**config.mk**
```make
export PLATFORM = sky130hd
export DESIGN_NAME = exec_ctrl
export DESIGN_NICKNAME = d
export VERILOG_FILES = /design/src/rtl/exec_ctrl_pkg.sv /design/src/rtl/exec_ctrl_rise_edge.sv /design/src/rtl/exec_ctrl.sv
export SDC_FILE = /design/constraint.sdc
export NUM_CORES = 1
export LEC_CHECK = 0
export ABC_AREA = 1
export CAP_MARGIN = 15
export CORE_ASPECT_RATIO = 1.4
export CORE_MARGIN = 5
export CORE_UTILIZATION = 42
export DETAILED_ROUTE_END_ITERATION = 6
export MAX_ROUTING_LAYER = met4
export PLACE_DENSITY = 0.8
export REMOVE_ABC_BUFFERS = 1
export SYNTH_ARGS = -nofsm -noshare
export SYNTH_HDL_FRONTEND = slang
export SYNTH_SLANG_ARGS = --single-unit
export TNS_END_PERCENT = 1
```
**constraint.sdc**
```tcl
create_clock -name clk_i -period 2.4 [get_ports clk_i]
set_input_delay 0.24 -clock clk_i [delete_from_list [all_inputs] [get_ports clk_i]]
set_output_delay 0.24 -clock clk_i [all_outputs]
set_load 0.005 [all_outputs]
```
**src/rtl/exec_ctrl_pkg.sv**
```systemverilog
// ----------------------------------------------------------------------------
// exec_ctrl_pkg
// Shared definitions for the run-control sequencer and the core decode:
//   - state_t      : sequencer state encodings (HALT/RUN/STEP/DONE)
//   - END_* consts : field positions of the end-of-program instruction
//                    (jump flag bit, 8-bit self-jump offset)
//   - is_end_instr : decodes "unconditional jump to self"
// ----------------------------------------------------------------------------
package exec_ctrl_pkg;

    typedef enum logic [1:0] {
        ST_HALT = 2'b00,
        ST_RUN  = 2'b01,
        ST_STEP = 2'b10,
        ST_DONE = 2'b11
    } state_t;

    localparam int END_JMP_BIT = 31;
    localparam int END_OFS_MSB = 7;
    localparam int END_OFS_LSB = 0;

    // A jump with zero offset never leaves its own PC, so the program is over.
    function automatic logic is_end_instr(input logic [31:0] instr);
        return instr[END_JMP_BIT] && (instr[END_OFS_MSB:END_OFS_LSB] == 8'h00);
    endfunction

endpackage

```
**src/rtl/exec_ctrl_rise_edge.sv**
```systemverilog
// ----------------------------------------------------------------------------
// rise_edge
// Registered rising-edge detector for a level input (used on the step button).
// Ports:
//   i_clk  : clock
//   i_rst  : synchronous active-high reset (clears the history register)
//   i_d    : level input
//   o_rise : high for the cycle in which i_d is 1 and was 0 last cycle
// ----------------------------------------------------------------------------
module rise_edge (
    input  logic i_clk,
    input  logic i_rst,
    input  logic i_d,
    output logic o_rise
);

    logic r_q;

    always_ff @(posedge i_clk) begin
        if (i_rst) begin
            r_q <= 1'b0;
        end else begin
            r_q <= i_d;
        end
    end

    assign o_rise = i_d & ~r_q;

endmodule

```
**src/rtl/exec_ctrl.sv**
```systemverilog
// ----------------------------------------------------------------------------
// exec_ctrl
// Run-control sequencer for the single-cycle core. Every clock it decides
// whether the core commits the current instruction (PC update + RF write).
// Supports free-run, single-step, external halt, one PC breakpoint,
// end-of-program detection and an optional retire limit.
// Parameters:
//   RETIRE_W : width of the retired-instruction counter
//   LIMIT    : max instructions to retire, 0 = unlimited
// Ports:
//   clk_i      : system clock
//   reset      : synchronous active-high reset
//   run_i      : level, request free-run
//   step_i     : level from button, each rising edge requests one instruction
//   halt_i     : level, forces halt (highest priority)
//   bp_en_i    : breakpoint enable
//   bp_addr_i  : breakpoint PC (byte address)
//   pc_i       : current PC of the core
//   instr_i    : instruction fetched at pc_i
//   exec_en_o  : commit enable (combinational, sampled by the core next edge)
//   state_o    : current state encoding
//   retired_o  : committed-instruction count, saturating
// ----------------------------------------------------------------------------
module exec_ctrl
    import exec_ctrl_pkg::*;
#(
    parameter int RETIRE_W = 32,
    parameter int LIMIT    = 0
) (
    input  logic                clk_i,
    input  logic                reset,
    input  logic                run_i,
    input  logic                step_i,
    input  logic                halt_i,
    input  logic                bp_en_i,
    input  logic [31:0]         bp_addr_i,
    input  logic [31:0]         pc_i,
    input  logic [31:0]         instr_i,
    output logic                exec_en_o,
    output logic [1:0]          state_o,
    output logic [RETIRE_W-1:0] retired_o
);

    state_t              r_state;
    state_t              w_next;
    logic                r_resume;
    logic [RETIRE_W-1:0] r_retired;

    logic w_step_edge;
    logic w_end;
    logic w_limit;
    logic w_bp;
    logic w_en;

    rise_edge u_step_edge (
        .i_clk  (clk_i),
        .i_rst  (reset),
        .i_d    (step_i),
        .o_rise (w_step_edge)
    );

    assign w_end   = is_end_instr(instr_i);
    assign w_limit = (LIMIT != 0) && (r_retired == RETIRE_W'(LIMIT));
    // r_resume masks the breakpoint for the first RUN cycle after leaving
    // HALT, so a resume from a breakpoint commits the instruction at that PC.
    assign w_bp    = bp_en_i && (pc_i == bp_addr_i) && !r_resume;

    always_comb begin
        w_next = r_state;
        w_en   = 1'b0;
        case (r_state)
            ST_HALT: begin
                if (halt_i) begin
                    w_next = ST_HALT;
                end else if (w_step_edge) begin
                    w_next = (w_end || w_limit) ? ST_DONE : ST_STEP;
                end else if (run_i) begin
                    w_next = ST_RUN;
                end
            end
            ST_STEP: begin
                // Unconditional: neither halt nor breakpoint cancels a step.
                w_en   = 1'b1;
                w_next = ST_HALT;
            end
            ST_RUN: begin
                if (halt_i) begin
                    w_next = ST_HALT;
                end else if (w_end || w_limit) begin
                    w_next = ST_DONE;
                end else if (w_bp || !run_i) begin
                    w_next = ST_HALT;
                end else begin
                    w_en = 1'b1;
                end
            end
            ST_DONE: begin
                w_next = ST_DONE;
            end
            default: begin
                w_next = ST_HALT;
            end
        endcase
    end

    always_ff @(posedge clk_i) begin
        if (reset) begin
            r_state <= ST_HALT;
        end else begin
            r_state <= w_next;
        end
    end

    always_ff @(posedge clk_i) begin
        if (reset) begin
            r_resume <= 1'b0;
        end else if (r_state == ST_HALT && w_next == ST_RUN) begin
            r_resume <= 1'b1;
        end else if (r_state == ST_RUN) begin
            r_resume <= 1'b0;
        end
    end

    always_ff @(posedge clk_i) begin
        if (reset) begin
            r_retired <= '0;
        end else if (w_en && (r_retired != '1)) begin
            r_retired <= r_retired + 1'b1;
        end
    end

    assign exec_en_o = w_en;
    assign state_o   = r_state;
    assign retired_o = r_retired;

endmodule

```
==> impl_results.md, run 1 <==
- Outcome: complete, no violations
- CTS H-tree depth: 2
- Fmax: 474 MHz
- # rows: 35
- Unrepaired setup endpoints after global routing: false
- DR WL/cell: 14.3 um
- DR iter-0 viols: 83
- Die Ht: 108 um
- Syn avg cell area: between 6 and 7 um^2
- Endpoints failing setup: 0
- Routability Congestion: 0.923
- Final #Nets: 695
- # hold bufs at CTS: 0
- Post-DRT Antenna Nets: 0
- Initial antenna violation count: 0
- Worst Setup Path Type: input port to flop
- Global router's overall resource usage: 0.226
- Share of cells above drive strength 1: 0.0509
- Ant. Diodes: 0
- # port buffers: 113
- Drt drc: 0
- Worst slew pin tran: 0.458 ns
- Core Footprint: about 6700 um^2
- Hold slack: between 0.4 and 0.5 ns
- Max incr delay on CP: 0.51 ns
- Largest fanout on the critical path: 32
- Clk buf depth: 2
- Cell chain of the critical path: clkdlybuf4s50_1 > inv_1 > nand2_1 > nand2_1 > inv_1 > nand2_1 > nor2_1 > nand2_1 > nor2_2 > nand3_2 > nand4_1 > a21boi_4 > buf_4 > nand2_4 > nand2_1 > a21oi_1
- Die Area: 8690 um^2
- Synth warn: 0
- Slew margin rel.: 0.693
- Crit path launch type: input port
- Most common cell after layout, fill and taps aside: nand2_1
- CTS tree: done
- DP Worst Slack: -0.0987 ns
- Data arrival, critical path: roughly 2.3 ns
- Synthesis-to-finish area growth: 45.6%
- Max Used Layer: met4
- HP Class: flop to flop
- Post-cts resize count: 0
- Vias per inst: 4.98
- Hold Vio Cnt, Final: 0
- Ports: 137
- Period utilization: 0.880
- WP buf/inv: 4
- First-pass GRT wire length: 15.3 mm
- LEAKAGE: 1.78 nW
- Clock Pin Slew Worst Setup and Hold Paths: 0.07 ns
- Clock Sinks: 36
- CTS Buf Count: 5
- Most frequent cells in the layout: nand2_1 (143), clkdlybuf4s50_1 (112), inv_1 (62)
- Largest net degree at the start of global routing: 37
- Post-DP HPWL: 7.80 mm
- WP data required: roughly 2.6 ns
- Storage cell area: 721 um^2
- Cell family with most CP delay: simple AND/OR/NAND/NOR gates
- Metal-1 WL: 3.62 mm
- Top FF cell, synth: dfxtp_1
- Async S/R FF share, synth: 0
- Met2 Wirelength: 4.88 mm
- DRT Wirelength: 9.71 mm
- Critical path capture point type: flop
- Pins over their slew limit: 0
- Area of the multi-input gates: about 1900 um^2
- Max IR drop VDD: 0.349 mV
- Syn Inst Count: 477
- R2R setup slack: between 0.3 and 0.4 ns
- Fin Clk Skew: 0.00405 ns
- CP most frequent cell: nand2_1
- Initial Util: 0.436
- CP max stage cell: clkdlybuf4s50_1
- Routed wl met3: 1.05 mm
- Min Tclk post-route: around 2.1 ns
- Power Density: approximately 330 nW/um^2
- Maximum Capacitance Violations: 0
- Sequential element share of the synthesized area: 0.248
- Vias in the first global route: 3269
- Vias: 3392
- Clock insertion delay at the later pin of the skew report: 0.29 ns
- Total Neg Setup Slack: 0 ns
- Fill cells: roughly 630
- Cell variety after synth: 28
- Clock root buffer: clkbuf_8
- DR pass1 iterations: 7
- Die Wd: roughly 80 um
- Gr ovfl total: 0
- Area of the mapped netlist: about 2900 um^2
- Worst Slack Setup Final: 0.289 ns
- EDFF count, synth: 0
- Setup Fix Bufs, Post-CTS: 0
- Yosys reg bits: 36
-- kinds of logic (layout without fill, tap and decap cells) --
logic type	Yosys count	count (layout)	synth area share
simple gates	266	266	0.405
buf+inv	82	194	0.115
compound gates	47	47	0.0862
xor+xnor	41	41	0.124
fa+ha+maj	5	5	0.0216
flops	36	36	0.248
-- worst min-delay path, stage by stage, from the launching register on --
cell and delay, ns:
dfxtp_1 0.32, nand2_1 0.08, a21oi_1 0.06
-- layer usage --
| metal | vias to the layer above | global-route usage |
|---|---|---|
| li1 | 1714 | - |
| met1 | 1521 | 0.235 |
| met2 | 142 | 0.415 |
| met3 | 15 | 0.0567 |
| met4 | 0 | 0.0652 |
| met5 | - | - |
-- per-stage QoR --
stage | power (mW) | cell area, um^2 | utilization | instances
6_report | 1.40 | 4220 | 0.635 | 681
3_3_place_gp | 0.872 | 4110 | 0.618 | 673
3_5_place_dp | 0.880 | 4110 | 0.618 | 673
4_1_cts | 1.41 | 4220 | 0.634 | 681
2_1_floorplan | 0.705 | 2820 | - | 462
5_1_grt | 1.47 | 4220 | 0.635 | 681
-- area by class of cell --
| cell class | count | area share |
|---|---|---|
| Clock buffer | 6 | 0.0172 |
| Multi-Input combinational cell | 359 | 0.438 |
| Timing Repair Buffer | 119 | 0.279 |
| Clock inverter | 2 | 0.00829 |
| Inverter | 67 | 0.0595 |
| Tap cell | 92 | 0.0273 |
| Sequential cell | 36 | 0.171 |
-- final timing paths --
kind / cells after the start / from / endpoint
max: 16 / bp_addr_i[13] / retired_o[12]
min: 2 / r_resume / r_resume
max reg2reg: 9 / state_o[0] / retired_o[12]
min reg2reg: 2 / r_resume / r_resume
-- sequential cells by signal, indices dropped and copies added (netlist names) --
signal           count
r_resume             1
retired_o           32
state_o              2
u_step_edge.r_q      1
-- where the power goes --
part           internal, mW  switching (mW)  total (mW)
combinational         0.160           0.101       0.261
clock                 0.308           0.223       0.532
sequential            0.601         0.00390       0.605
-- synthesized netlist by cell type, types with 2 or more instances --
| cell | number | share of area |
|---|---|---|
| inv_1 | 62 | 0.080 |
| nor2_4 | 2 | 0.0078 |
| buf_2 | 5 | 0.0086 |
| xor2_1 | 32 | 0.097 |
| nor4_2 | 2 | 0.0086 |
| a21oi_1 | 37 | 0.064 |
| nor3_1 | 13 | 0.022 |
| nor3_4 | 2 | 0.011 |
| o21ai_0 | 8 | 0.014 |
| clkbuf_1 | 6 | 0.0078 |
| xnor2_1 | 9 | 0.027 |
| nand4_1 | 7 | 0.015 |
| nor4_1 | 5 | 0.011 |
| nand2_1 | 143 | 0.18 |
| nor2_1 | 46 | 0.060 |
| inv_2 | 5 | 0.0065 |
| dfxtp_1 | 36 | 0.25 |
| ha_1 | 5 | 0.022 |
| nand3_1 | 41 | 0.071 |
| buf_4 | 3 | 0.0078 |
Note: power is estimated with default switching activity, not from simulation.
==> inputs of run 2 (changes only) <==
--- a/config.mk
+++ b/config.mk
@@ -8,8 +8,9 @@
 export ABC_AREA = 1
 export CAP_MARGIN = 15
-export CORE_ASPECT_RATIO = 1.4
+export CORE_ASPECT_RATIO = 1.5
 export CORE_MARGIN = 5
 export CORE_UTILIZATION = 42
 export DETAILED_ROUTE_END_ITERATION = 6
+export GPL_TIMING_DRIVEN = 0
 export MAX_ROUTING_LAYER = met4
 export PLACE_DENSITY = 0.8
==> constraint.sdc (replaced) <==
create_clock -name clk_i -period 2.4 [get_ports clk_i]
set_input_delay 0.36 -clock clk_i [delete_from_list [all_inputs] [get_ports clk_i]]
set_output_delay 0.36 -clock clk_i [all_outputs]
set_load 0.005 [all_outputs]
==> impl_results.md, run 2 (synthesis gave the netlist of run 1 again) <==
- Vias: 3456 (+1.9%)
- Comb power frac: 0.185 (-0.002)
- Crit path launch type: input port
- Die Area: 8700 um^2 (+0.12%)
- Outcome: complete, no violations
- DR pass1 iterations: 4 (-3)
- Largest net degree at the start of global routing: 34 (-8.1%)
- CTS Buf Count: 5 (unchanged)
- Worst slew pin tran: 0.480 ns (+0.0225 ns)
- Drt drc: 0 (unchanged)
- Period utilization: 0.936 (+0.0562)
- Clock insertion delay at the later pin of the skew report: 0.29 ns (about the same)
- Post-DRT Antenna Nets: 0 (unchanged)
- Clock share of power: 0.404 (+0.024)
- LEAKAGE: 1.81 nW (+1.3%)
- CTS tree: done
- Min Tclk post-route: 2.25 ns (+0.135 ns)
- # rows: 37 (+5.7%)
- Clk buf depth: 2 (unchanged)
- Largest fanout on the critical path: 32 (unchanged)
- Post-DP HPWL: 7.54 mm (-3.3%)
- Data arrival, critical path: 2.40 ns (+0.08 ns)
- Pins over their slew limit: 0 (unchanged)
- Unrepaired setup endpoints after global routing: false
- Routability Congestion: 0.906 (-1.9%)
- # port buffers: 113 (unchanged)
- Critical path capture point type: flop
- Vias in the first global route: 3467 (+6.1%)
- Core Footprint: 6810 um^2 (+2.2%)
- Final #Nets: 696 (+0.14%)
- Worst Setup Path Type: input port to flop
- Clock Pin Slew Worst Setup and Hold Paths: 0.08 ns (about the same)
- DR iter-0 viols: 111 (+34%)
- Sw frac: 0.229 (-0.00581)
- Net switching power: 0.337 mW (+2.7%)
- Fmax: 445 MHz (-6.0%)
- Final Non-Filler Cells: 668 (-1.9%)
- WP data required: 2.56 ns (-0.05 ns)
- Int Power: 1.13 mW (+6.1%)
- Gr ovfl total: 0 (unchanged)
- Endpoints failing setup: 0 (unchanged)
- Total power: 1.47 mW (+5.3%)
- Ports: 137 (unchanged)
- Initial antenna violation count: 0 (unchanged)
- Slew margin rel.: 0.679 (-0.0137)
- CTS H-tree depth: 2 (unchanged)
- Max reg flops: 32 (unchanged)
- # hold bufs at CTS: 0 (unchanged)
- Die Wd: 77.9 um (-3.0%)
- Most frequent cells in the layout: nand2_1 (143), clkdlybuf4s50_1 (112), inv_1 (62)
- Max IR drop VDD: 0.335 mV (-4.0%)
- Die Ht: 112 um (+3.2%)
- DRT Wirelength: 9.95 mm (+2.4%)
- Synthesis-to-finish area growth: 47.4%
- Fin Clk Skew: 0.00359 ns (-0.000463 ns)
- Placed Cells: 654 (-2.8%)
- Share of cells above drive strength 1: 0.0593 (+0.00839)
- HP Class: flop to flop
- Clock root buffer: clkbuf_8
- Vias per inst: 5.17 (+3.9%)
- Sequential Power Share: 0.411 (-0.022)
- Power Density: 344 nW/um^2 (+4.0%)
- Clock Sinks: 36 (unchanged)
- Most common cell after layout, fill and taps aside: nand2_1
- Global router's overall resource usage: 0.233 (+0.00643)
- DR WL/cell: 14.9 um (+4.4%)
- First-pass GRT wire length: 16.3 mm (+6.6%)
- Hold Vio Cnt, Final: 0 (unchanged)
- Ant. Diodes: 0 (unchanged)
- Initial Util: 0.426 (-0.00954)
- Maximum Capacitance Violations: 0 (unchanged)
- Hold slack: 0.481 ns (-0.0166 ns)
[run 2: critical path, stage by stage]
cell             delay (ns)
clkdlybuf4s50_1        0.46
inv_1                  0.05
o21ai_0                0.18
nor2_1                 0.07
nand3_1                0.10
nor2_2                 0.05
nand3_2                0.07
nand4_1                0.18
a21boi_4               0.24
buf_4                  0.29
nand2_8                0.19
nand2_1                0.11
a21oi_1                0.06
[run 2: worst paths after layout]
check	startpoint	end	slack, ns	cells after the start
min	r_resume	r_resume	0.48	2
max	bp_addr_i[3]	retired_o[0]	0.15	13
min reg2reg	r_resume	r_resume	0.48	2
max reg2reg	retired_o[1]	retired_o[6]	0.21	11
[run 2: routing by layer]
metal / vias up / part of all wire / global-route usage
met5: - / 0 / -
met3: 21 / 0.096 / 0.0502
met2: 166 / 0.50 / 0.413
met1: 1537 / 0.37 / 0.250
li1: 1732 / - / -
met4: 0 / 0.029 / 0.0791
[run 2: cell type report]
type | instances | area [um^2]
fill | 640 | 2530
multi-input combinational | 360 | 1890
timing repair buffer | 119 | 1190
sequential | 36 | 721
inverter | 67 | 251
tap | 78 | 97.6
clock buffer | 7 | 96.3
clock inverter | 1 | 30.0
[run 2: what timing repair did]
action	in CTS	in global routing
gates cloned	1	0
setup endpoints to repair	33	14
pin swaps	1	3
resized for setup	5	5
buffers inserted	2	3
[run 2: power groups by stage]
| stage | registers, mW | clock network [mW] | logic [mW] |
|---|---|---|---|
| detailed placement | 0.619 | 0 | 0.264 |
| floorplan | 0.618 | 0 | 0.0871 |
| CTS | 0.604 | 0.608 | 0.271 |
| finish | 0.605 | 0.594 | 0.272 |
| global placement | 0.618 | 0 | 0.250 |
| global route | 0.606 | 0.631 | 0.300 |
[run 2: stage by stage]
| stage | setup TNS (ns) | utilization | setup WS (ns) | area, um^2 |
|---|---|---|---|---|
| after floorplan | 0 | - | 0.369 | 2820 |
| after global placement | -21.94 | 0.595 | -0.863 | 4050 |
| after detailed placement | -21.24 | 0.599 | -0.880 | 4080 |
| after CTS | -0.000828 | 0.624 | -0.000828 | 4250 |
| after global routing | 0 | 0.628 | 0.00202 | 4280 |
| final | 0 | 0.628 | 0.154 | 4280 |
==> inputs of run 3 (changes only) <==
Settings changed: CORE_ASPECT_RATIO 1.5 to not set, SKIP_CTS_REPAIR_TIMING set to 1.
==> impl_results.md, run 3 (synthesis gave the netlist of run 1 again) <==
- Clock root buffer: clkbuf_8
- CTS tree: done
- Clock Sinks: 36 (unchanged)
- Initial Util: 0.429 (+0.00308)
- Fill cells: 623 (-2.7%)
- Data arrival, critical path: 2.01 ns (-0.39 ns)
- Die Wd: 93.1 um (+20%)
- Slew margin rel.: 0.529 (-0.150)
- Largest fanout on the critical path: 8 (-75%)
- CTS Buf Count: 5 (unchanged)
- Endpoints failing setup: 0 (unchanged)
- Pins over their slew limit: 0 (unchanged)
- Vias per inst: 5.04 (-2.5%)
- Hold slack: 0.485 ns (+0.00445 ns)
- Vias in the first global route: 3315 (-4.4%)
- CTS H-tree depth: 2 (unchanged)
- Unrepaired setup endpoints after global routing: true
- Outcome: complete, no violations
- Net switching power: 0.329 mW (-2.3%)
- Core Util, Final: 0.629 (about the same)
- Max IR drop VDD: 0.236 mV (-30%)
- Cell family with most CP delay: buffers and inverters
- CP max stage cell: clkdlybuf4s50_1
- Area of the multi-input gates: 1880 um^2 (-0.33%)
- Synthesis-to-finish area growth: 46.4%
- Most frequent cells in the layout: nand2_1 (143), clkdlybuf4s50_1 (107), inv_1 (62)
- Cell chain of the critical path: clkdlybuf4s50_1 > inv_1 > o21ai_0 > nor2_1 > nand2_1 > nor2_2 > nand3_2 > nand4_1 > a21boi_4 > clkbuf_2
- Total power: 1.33 mW (-9.6%)
- Min Tclk post-route: 2.37 ns (+0.126 ns)
- Clock insertion delay at the later pin of the skew report: 0.29 ns (about the same)
- Critical path capture point type: output pin
- Initial antenna violation count: 0 (unchanged)
- Hold Vio Cnt, Final: 0 (unchanged)
- Max reg flops: 32 (unchanged)
- Worst slew pin tran: 0.705 ns (+0.225 ns)
- Die Ht: 93.1 um (-17%)
- Power Density: 313 nW/um^2 (-9.0%)
- Int Power: 1.00 mW (-12%)
- WP buf/inv: 3 (unchanged)
- # port buffers: 113 (unchanged)
- Die Area: 8670 um^2 (-0.40%)
- LEAKAGE: 1.83 nW (+1.4%)
- Fmax: 422 MHz (-5.3%)
- Sequential Power Share: 0.455 (+0.044)
- Comb power frac: 0.200 (+0.015)
- Placed Cells: 656 (+0.31%)
- Period utilization: 0.988 (+0.0524)
- # rows: 30 (-19%)
- Gr ovfl total: 0 (unchanged)
- DRT Wirelength: 9.42 mm (-5.3%)
- Maximum Capacitance Violations: 0 (unchanged)
- Post-DRT Antenna Nets: 0 (unchanged)
- Most common cell after layout, fill and taps aside: nand2_1
- DR WL/cell: 14.1 um (-5.6%)
- Post-route cell area: 4250 um^2 (-0.64%)
- HP Class: flop to flop
- Post-DP HPWL: 7.18 mm (-4.9%)
- Ports: 137 (unchanged)
- Final #Nets: 696 (unchanged)
- Vias: 3380 (-2.2%)
- DR pass1 iterations: 4 (unchanged)
- Routability Congestion: 0.840 (-7.3%)
- Ant. Diodes: 0 (unchanged)
- Dpl cell area: 4080 um^2 (about the same)
- Max incr delay on CP: 0.45 ns (about the same)
- Clock share of power: 0.345 (-0.059)
- Global router's overall resource usage: 0.224 (-0.00872)
- Fin Clk Skew: 0.00434 ns (+0.000752 ns)
- Largest net degree at the start of global routing: 35 (+2.9%)
- Core Footprint: 6760 um^2 (-0.72%)
- Crit path launch type: input port
- Share of cells above drive strength 1: 0.0525 (-0.00678)
- Clock Pin Slew Worst Setup and Hold Paths: 0.07 ns (about the same)
- Storage cell area: 721 um^2 (unchanged)
- First-pass GRT wire length: 15.4 mm (-5.1%)
- Final Non-Filler Cells: 670 (+0.30%)
- Drt drc: 0 (unchanged)
- DR iter-0 viols: 271 (+140%)
- Sw frac: 0.248 (+0.0187)
- Worst Setup Path Type: input port to output pin
- WP data required: 2.04 ns (-0.52 ns)
- Clk buf depth: 2 (unchanged)
run 3: power groups by stage:
| stage | Sequential [mW] | Clock (mW) | Combinational [mW] |
|---|---|---|---|
| 2_1_floorplan | 0.618 | 0 | 0.0871 |
| 3_3_place_gp | 0.619 | 0 | 0.248 |
| 3_5_place_dp | 0.619 | 0 | 0.260 |
| 4_1_cts | 0.605 | 0.469 | 0.261 |
| 5_1_grt | 0.606 | 0.500 | 0.294 |
| 6_report | 0.605 | 0.458 | 0.266 |
run 3: cell type report:
class                      count  area share
multi-input combinational    360       0.443
sequential                    36       0.170
clock buffer                   8      0.0212
tap                           80      0.0236
timing repair buffer         119       0.283
inverter                      67      0.0592
run 3: path summary, 6_finish.rpt:
path / from / end / slack (ns) / depth (start not counted)
worst max-delay path: pc_i[25] / exec_en_o / 0.03 / 10
worst min-delay path: r_resume / r_resume / 0.49 / 2
worst max register to register: retired_o[1] / retired_o[20] / 0.19 / 11
worst min register to register: r_resume / r_resume / 0.49 / 2
run 3: metal layers:
| metal | track usage | vias to the layer above | routed length, um |
|---|---|---|---|
| li1 | - | 1724 | - |
| met5 | - | - | 0 |
| met1 | 0.269 | 1504 | 4060 |
| met3 | 0.0499 | 21 | 719 |
| met4 | 0.0733 | 0 | 192 |
| met2 | 0.373 | 131 | 4450 |
run 3: worst min-delay path: stages, from the launching register on:
cell	delay, ns
dfxtp_1	0.33
nand2_1	0.06
a21oi_1	0.05
run 3: stage by stage:
stage	TNS, ns	setup slack (ns)
2_1_floorplan	0	0.369
3_3_place_gp	-21.48	-0.838
3_5_place_dp	-22.41	-0.899
4_1_cts	-11.89	-0.889
5_1_grt	-0.0502	-0.0502
6_report	0	0.0285
